==> src/rtl/uart_pkg.sv <==
// Shared UART types and constants: FSM state encoding, frame width,
// stop-bit encodings and small helpers used by the transmitter.
package uart_pkg;

  localparam int UART_DATA_BITS = 8;

  typedef enum logic [2:0] {
    IDLE   = 3'd0,
    START  = 3'd1,
    DATA   = 3'd2,
    PARITY = 3'd3,
    STOP   = 3'd4
  } uart_state_e;

  localparam logic [1:0] STOP_ONE     = 2'd0;
  localparam logic [1:0] STOP_ONE_ALT = 2'd1;
  localparam logic [1:0] STOP_TWO     = 2'd2;
  localparam logic [1:0] STOP_TWO_ALT = 2'd3;

  function automatic logic is_two_stop(input logic [1:0] sb);
    logic two;
    two = 1'b0;
    case (sb)
      STOP_ONE, STOP_ONE_ALT: two = 1'b0;
      STOP_TWO, STOP_TWO_ALT: two = 1'b1;
      default:                two = 1'b0;
    endcase
    return two;
  endfunction

  function automatic logic calc_parity(input logic [UART_DATA_BITS-1:0] data,
                                       input logic odd);
    return (^data) ^ odd;
  endfunction

endpackage

==> src/rtl/uart_baud_gen.sv <==
// Phase-accumulator bit-rate generator: tick marks the last cycle of each
// bit period. Rates at or above the clock tick every cycle; zero never ticks.
module uart_baud_gen
  import uart_pkg::*;
#(
  parameter int CLK_FREQ = 50_000_000
) (
  input  logic        clk,
  input  logic        rst,
  input  logic        clear,
  input  logic [31:0] baud_rate,
  output logic        tick
);

  localparam logic [32:0] CLK_FREQ_W = 33'(CLK_FREQ);

  logic [32:0] acc_q;
  logic [32:0] acc_d;
  logic [32:0] acc_next;
  logic [32:0] baud_w;

  assign baud_w = {1'b0, baud_rate};

  // Saturating fast rates to a zero accumulator keeps acc below CLK_FREQ,
  // so the 33-bit sum can never wrap.
  always_comb begin
    acc_next = acc_q + baud_w;
    acc_d    = acc_next;
    tick     = 1'b0;
    if (clear) begin
      acc_d = '0;
    end else if (baud_w >= CLK_FREQ_W) begin
      tick  = 1'b1;
      acc_d = '0;
    end else if (acc_next >= CLK_FREQ_W) begin
      tick  = 1'b1;
      acc_d = acc_next - CLK_FREQ_W;
    end
  end

  always_ff @(posedge clk) begin
    if (rst) begin
      acc_q <= '0;
    end else begin
      acc_q <= acc_d;
    end
  end

endmodule

==> src/rtl/uart_tx.sv <==
// UART transmitter: latches byte and line settings on accept, then shifts
// start, data (LSB first), optional parity and one or two stop bits.
//
// state  | meaning
// IDLE   | line high, ready for a byte
// START  | driving the start bit (low)
// DATA   | shifting out data bits, LSB first
// PARITY | driving the parity bit
// STOP   | driving one or two stop bits (high)
module uart_tx
  import uart_pkg::*;
#(
  parameter int CLK_FREQ = 50_000_000
) (
  input  logic        clk,
  input  logic        rst,
  input  logic [31:0] baud_rate,
  input  logic        parity_en,
  input  logic        parity_odd,
  input  logic [1:0]  stop_bits,
  input  logic [7:0]  tx_data,
  input  logic        tx_valid,
  output logic        tx_ready,
  output logic        tx,
  output logic        busy,
  output logic        tx_done
);

  localparam logic [2:0] LAST_BIT = 3'(UART_DATA_BITS - 1);

  uart_state_e state_q, state_d;
  logic [UART_DATA_BITS-1:0] shift_q, shift_d;
  logic [2:0]  bit_cnt_q, bit_cnt_d;
  logic        stop_cnt_q, stop_cnt_d;
  logic [31:0] baud_q, baud_d;
  logic        parity_en_q, parity_en_d;
  logic        parity_bit_q, parity_bit_d;
  logic        two_stop_q, two_stop_d;
  logic        tx_q, tx_d;
  logic        tx_ready_q, tx_ready_d;
  logic        tx_done_q, tx_done_d;

  logic transfer;
  logic tick;

  assign transfer = tx_valid && tx_ready_q;

  uart_baud_gen #(
    .CLK_FREQ (CLK_FREQ)
  ) u_baud_gen (
    .clk       (clk),
    .rst       (rst),
    .clear     (transfer),
    .baud_rate (baud_q),
    .tick      (tick)
  );

  always_comb begin
    state_d      = state_q;
    shift_d      = shift_q;
    bit_cnt_d    = bit_cnt_q;
    stop_cnt_d   = stop_cnt_q;
    baud_d       = baud_q;
    parity_en_d  = parity_en_q;
    parity_bit_d = parity_bit_q;
    two_stop_d   = two_stop_q;
    tx_d         = tx_q;
    tx_done_d    = 1'b0;

    case (state_q)
      IDLE: begin
        tx_d = 1'b1;
        if (transfer) begin
          shift_d      = tx_data;
          baud_d       = baud_rate;
          parity_en_d  = parity_en;
          parity_bit_d = calc_parity(tx_data, parity_odd);
          two_stop_d   = is_two_stop(stop_bits);
          bit_cnt_d    = '0;
          stop_cnt_d   = 1'b0;
          tx_d         = 1'b0;
          state_d      = START;
        end
      end
      START: begin
        if (tick) begin
          bit_cnt_d = LAST_BIT;
          tx_d      = shift_q[0];
          state_d   = DATA;
        end
      end
      DATA: begin
        if (tick) begin
          if (bit_cnt_q == '0) begin
            if (parity_en_q) begin
              tx_d    = parity_bit_q;
              state_d = PARITY;
            end else begin
              tx_d       = 1'b1;
              stop_cnt_d = two_stop_q;
              state_d    = STOP;
            end
          end else begin
            bit_cnt_d = bit_cnt_q - 3'd1;
            shift_d   = shift_q >> 1;
            tx_d      = shift_q[1];
          end
        end
      end
      PARITY: begin
        if (tick) begin
          tx_d       = 1'b1;
          stop_cnt_d = two_stop_q;
          state_d    = STOP;
        end
      end
      STOP: begin
        tx_d = 1'b1;
        if (tick) begin
          if (stop_cnt_q == 1'b0) begin
            tx_done_d = 1'b1;
            state_d   = IDLE;
          end else begin
            stop_cnt_d = 1'b0;
          end
        end
      end
      default: begin
        tx_d    = 1'b1;
        state_d = IDLE;
      end
    endcase

    tx_ready_d = (state_d == IDLE);
  end

  always_ff @(posedge clk) begin
    if (rst) begin
      state_q      <= IDLE;
      shift_q      <= '0;
      bit_cnt_q    <= '0;
      stop_cnt_q   <= 1'b0;
      baud_q       <= '0;
      parity_en_q  <= 1'b0;
      parity_bit_q <= 1'b0;
      two_stop_q   <= 1'b0;
      tx_q         <= 1'b1;
      tx_ready_q   <= 1'b1;
      tx_done_q    <= 1'b0;
    end else begin
      state_q      <= state_d;
      shift_q      <= shift_d;
      bit_cnt_q    <= bit_cnt_d;
      stop_cnt_q   <= stop_cnt_d;
      baud_q       <= baud_d;
      parity_en_q  <= parity_en_d;
      parity_bit_q <= parity_bit_d;
      two_stop_q   <= two_stop_d;
      tx_q         <= tx_d;
      tx_ready_q   <= tx_ready_d;
      tx_done_q    <= tx_done_d;
    end
  end

  assign tx       = tx_q;
  assign tx_ready = tx_ready_q;
  assign busy     = ~tx_ready_q;
  assign tx_done  = tx_done_q;

endmodule

==> config.mk <==
export PLATFORM = sky130hd
export DESIGN_NAME = uart_tx
export DESIGN_NICKNAME = d
export VERILOG_FILES = /design/src/rtl/uart_pkg.sv /design/src/rtl/uart_baud_gen.sv /design/src/rtl/uart_tx.sv
export SDC_FILE = /design/constraint.sdc
export NUM_CORES = 1
export LEC_CHECK = 0
export CAP_MARGIN = 40
export CORE_MARGIN = 2
export CORE_UTILIZATION = 24
export DETAILED_ROUTE_END_ITERATION = 6
export GPL_TIMING_DRIVEN = 0
export PLACE_DENSITY_LB_ADDON = 0.12
export SETUP_SLACK_MARGIN = 0.15
export SYNTH_ARGS = -nofsm -noshare
export SYNTH_HDL_FRONTEND = slang
export SYNTH_SLANG_ARGS = --single-unit
==> constraint.sdc <==
create_clock -name clk -period 4.8 [get_ports clk]
set_input_delay 0.96 -clock clk [delete_from_list [all_inputs] [get_ports clk]]
set_output_delay 0.96 -clock clk [all_outputs]
set_load 0.005 [all_outputs]
* Word-level counts from Yosys, hierarchy flattened
Cells that the tools add are included.
** Storage, ports and cells
- Input bits :: 47
- ROM bits :: 0
- Register bits :: 86
- Latch bits :: 0
- Memory bits (writable) :: 0
- Memories kept :: 0
- Word-level logic and storage cells :: 92
** Operators by class
- Shift-type cells :: 0
- Magnitude comparators :: 2
- Divide/modulo/power cells :: 0
- $add $sub $neg :: 3
- Reductions and logical operators :: 18
- Mux-type cells :: 38
- Equal/unequal tests :: 15
- Multiply operators :: 0
- Bitwise operators :: 4
** Operator list (number)
- 2-to-1 mux 3 bit :: 12
- adder 33 x 32 -> 33 bit :: 1
- greater-or-equal comparator 33 x 26 -> 1 bit (second input constant) :: 1
- 2-to-1 mux 33 bit :: 1
- subtractor 33 x 26 -> 33 bit (second input constant) :: 1
- greater-or-equal comparator 32 x 26 -> 1 bit (second input constant) :: 1
- 2-to-1 mux 8 bit :: 3
- 2-to-1 mux 1 bit :: 16
- != test 2 bit (second input constant) :: 8
- one-hot mux 8 bit (2 select lines) :: 1
- one-hot mux 3 bit (5 select lines) :: 1
- zero test 3 bit :: 3
- one-hot mux 3 bit (3 select lines) :: 1
- one-hot mux 1 bit (4 select lines) :: 2
- XOR reduction 8 bit :: 1
- AND reduction 7 bit :: 1
- == test 3 x 2 -> 1 bit (second input constant) :: 2
- OR reduction 3 bit :: 2
- AND reduction 5 bit :: 1
- == test 2 bit (second input constant) :: 2
- AND reduction 4 bit :: 1
- nonzero test 4 bit :: 1
- OR reduction 2 bit :: 2
- == test 3 x 1 -> 1 bit (second input constant) :: 1
- 12 further kinds :: 14

* Logic depth before layout (Yosys ltp)
- Word-level depth :: 8
- Depth in mapped cells :: 15
- Depth with buffers taken out :: 14

* Hierarchy
From an unflattened synthesis, not the netlist that was laid out.
** Unflattened totals
- Cell total of the unflattened synthesis :: 791
- Area, all modules :: 6426.2 um^2
** Modules (own cells, without submodules)
- uart_baud_gen :: sequential area each 660.6 um^2, times used 1, area an instance 4052.6 um^2, cells each 527
- uart_tx :: sequential area each 1061.0 um^2, times used 1, area an instance 2373.5 um^2, cells each 264

* Worst setup path after synthesis
OpenSTA, ideal clock, no wires.
- Path type :: register to register
- Start point :: register baud_q[0]
- End point :: register bit_cnt_q[0]
- Setup time :: 86 ps
- Data arrival time :: 3714 ps
- Slack :: 999 ps
- Stages on the path, launching flop included :: 16
- Data required time :: 4714 ps
- Path through :: dfxtp_1 -> ha_1 -> fa_1 -> a21o_1 -> a221oi_2 -> o221ai_2 -> a22oi_2 -> a211oi_1 -> a2111oi_2 -> or3_1 -> buf_1 -> a21oi_2 -> a21o_1 -> buf_6 -> o31a_1 -> a221oi_2
** Between the ends
- Cells in the longest elaborated chain, start to end :: 7
** RTL lines
- start: declaration :: RTL line uart_tx.sv:35 : logic [31:0] baud_q, baud_d;
- start signal: assignment :: RTL line uart_tx.sv:155 : baud_q <= baud_d;
- adder 33 x 32 -> 33 bit :: RTL line uart_baud_gen.sv:27 : acc_next = acc_q + baud_w;
- greater-or-equal comparator 33 x 26 -> 1 bit :: RTL line uart_baud_gen.sv:35 : end else if (acc_next >= CLK_FREQ_W) begin
- 2-to-1 mux 1 bit :: RTL line uart_baud_gen.sv:35
- 2-to-1 mux 1 bit * :: RTL line uart_baud_gen.sv:32 : end else if (baud_w >= CLK_FREQ_W) begin
- 2-to-1 mux 1 bit * :: RTL line uart_baud_gen.sv:30 : if (clear) begin
- != test 2 bit (no source line)
- AND reduction 5 bit (no source line) *
- end signal: assignment :: RTL line uart_tx.sv:153 : bit_cnt_q <= bit_cnt_d;
- end: declaration :: RTL line uart_tx.sv:33 : logic [2:0] bit_cnt_q, bit_cnt_d;
Mark *: on every way between the ends. The rest lies on a longest branch, timed or not.
A chain may end at the register's enable or synchronous reset.

* Worst setup path after layout
- Start point :: register baud_q[0]
- End point :: register bit_cnt_q[1]
Same word-level chain as after synthesis.

==> impl_metrics.toml <==
[logic_synthesis]
synthArstFlopShare = 0
synth_top_area_frac = 0.292
yosysWarnings = 0
synth_top_cells_by_count = "nand2_1, a21oi_1, dfxtp_1, nor2_1, ha_1"
avgSynthCellArea_sq_um = 7.75
synthesis.nets = 843
yosysTopAreaCell = "dfxtp_1"
ys_top_cells_by_area = "dfxtp_1, nand2_1, a21oi_1, ha_1, xnor2_1"
synthCells = 760
synth_ff_type = "dfxtp_1"
synthesis.area_sq_um = 5890
synth.most_common_cell = "nand2_1"
synth-seq-cells = 86
synth-edff-count = 0
ys_seq_area_frac = 0.292
synth.distinct_cells = 70

[pwr]
p_int_uw = 2080
static-leakage-power_uw = 0.00269
swShare = 0.460
p_comb_frac = 0.562
switchingPower_uw = 1770
power_frac_seq = 0.254
power_density_nw_per_um2 = 534
pwr-share-clk = 0.184
ir_worst_vdd_v = 0.000200

[clock_network]
htree_levels = 3
clkSinkCount = 86
root_buffer = "clkbuf_16"
clkTransAtPathRegs_ns = 0.06
ctsHoldBuffers = 0
cts_tree = "done"
insertion_delay_ns = 0.35
numCtsBuffers = 9
clock_path_buffers = 2

[die]
pin_count = 51
rows = 57
die_w_um = 161
die_h_um = 161
core_area_sq_um = 24200
initial_core_util = 0.244
dieArea_sq_um = 25800

[route]
initialDrtViolationCount = 271
totalWireLength_um = 19300
vias_per_cell = 4.86
wl_per_cell_um = 16.7
vias = 5599
drtPass1Iterations = 4
drcViolationCount = 0
drtAntennaViolNets = 0

[hold_path]
hp-start = "stop_cnt_q"
holdPathEnd = "tx_done"
hold_path_depth = 1
min_path_type = "reg2reg"

[timing]
rsz0062_at_grt = "no"
fmax_mhz = 226
hold_viol_final = 0
skew_ns = 0.0118
period_share = 0.920
timing.final.crit_period_ns = 4.42
whs_ns = 0.445
slew_headroom = 0.247
tightestPinTransition_ns = 1.12
final.setup.tns_ns = 0
maxSlewViolCount = 0
setup_viol = 0

[place]
dp_hpwl_um = 15600
finalWeightedCongestion = 0.829
port_buffers = 49
dp_cells = 1136

[global_route]
grt_pass1_wl_um = 30200
overflow = 0
grt_max_degree = 15
grt_usage = 0.150
grt_antenna_before_repair = 0
first_global_vias = 5469

[outcome]
status = "complete, no violations"

[cells_and_area]
drive_gt1_frac = 0.0724
diodes = 0
final_cell_count_no_fill = 1153
nNetsFinal = 908
synthToLayoutAreaGrowth_pct = 22.2

[worst_setup_path]
worst_ep_arrival_time_ns = 4.69
worstSetupEndpointType = "flop"
rr_worst_depth = 15
worstPathRequired_ns = 5.07
reg2reg_to = "bit_cnt_q[1]"
critPathMaxFanout = 10
critPathLaunchType = "flop"
ff2ff_setup_slack_ns = 0.38
r2r-start = "baud_q[0]"
critPathKind = "reg2reg"

[run]
cap_violations = 0
## cell families (layout without fill, tap and decap cells)
logic type / after synthesis / count (layout) / synth area share
buffers and inverters: 46 / 115 / 0.0316
muxes: 13 / 13 / 0.0223
AOI/OAI and AO/OA: 234 / 234 / 0.263
xor gates and xnor gates: 52 / 52 / 0.0786
DFF: 86 / 86 / 0.292
and+or+nand+nor: 293 / 293 / 0.234
adders and majority gates: 36 / 36 / 0.0777
## stage by stage
| step | power, uW | instance area (sq um) | utilization | worst slack, ns |
|---|---|---|---|---|
| floorplan | 2470 | 5890 | - | 0.999 |
| global placement | 3110 | 6790 | 0.281 | -0.0321 |
| detailed placement | 3070 | 6810 | 0.282 | -0.00847 |
| CTS | 3810 | 7100 | 0.294 | 0.171 |
| global route | 4120 | 7200 | 0.298 | 0.196 |
| finish | 3840 | 7200 | 0.298 | 0.384 |
## critical path, cell delays in order (launching register included)
cell	delay [ns]
dfxtp_1	0.34
ha_1	0.25
fa_1	0.43
a21o_1	0.24
a221o_1	0.39
a221oi_4	0.23
buf_4	0.19
xor2_2	0.25
nor4_2	0.10
a311o_2	0.47
a41o_1	0.33
a21oi_4	0.30
a21o_1	0.21
buf_6	0.16
o31a_1	0.25
mux2i_1	0.20
## final cells by class
cell class                 instances  area, sq um
buffer                            33          139
clock buffer                      10          229
clock inverter                     5         60.1
fill                            2630        17000
inverter                          13         48.8
multi-input combinational        628         4070
sequential                        86         1720
tap                              324          405
timing repair buffer              54          526
## cells in the final DEF (no fill, tap or decap), drive strengths merged, types with 17 or more instances in the layout
cell           instances
a211oi                17
a21oi                 91
clkbuf                37
clkdlybuf4s50         49
dfxtp                 86
ha                    35
nand2                124
nor2                  59
nor3                  23
o21ai                 43
xnor2                 29
xor2                  23
## worst max-delay path by stage
stage,from,endpoint,cells after the start
floorplan,baud_q[0],bit_cnt_q[0],15
global placement,baud_q[0],shift_q[5],14
detailed placement,baud_q[0],bit_cnt_q[0],14
CTS,baud_q[0],bit_cnt_q[0],15
global route,baud_q[0],bit_cnt_q[1],15
finish,baud_q[0],bit_cnt_q[1],15
## repair_timing
item	4_1_cts	5_1_grt
setup endpoints to repair	14	19
gates resized for setup	1	12
setup buffers	0	2
pin swaps	0	5
## routing by layer
metal / part of all wire / global-route usage
met5: 0 / 0
met2: 0.46 / 0.249
met1: 0.50 / 0.207
met4: 0.011 / 0.0373
met3: 0.026 / 0.0199
## flip-flops by register name, indices dropped and copies added, names as in the netlist
register,count
baud_q,32
bit_cnt_q,3
parity_bit_q,1
parity_en_q,1
shift_q,8
state_q,3
stop_cnt_q,1
two_stop_q,1
tx,1
tx_done,1
tx_ready,1
u_baud_gen.acc_q,33
## power groups by stage
stage	sequential, uW	clock [uW]	combinational (uW)
global route	992	760	2370
floorplan	944	0	1530
global placement	992	0	2120
detailed placement	992	0	2080
CTS	977	729	2100
finish	976	707	2160
Power figures use the tool's default switching activity.
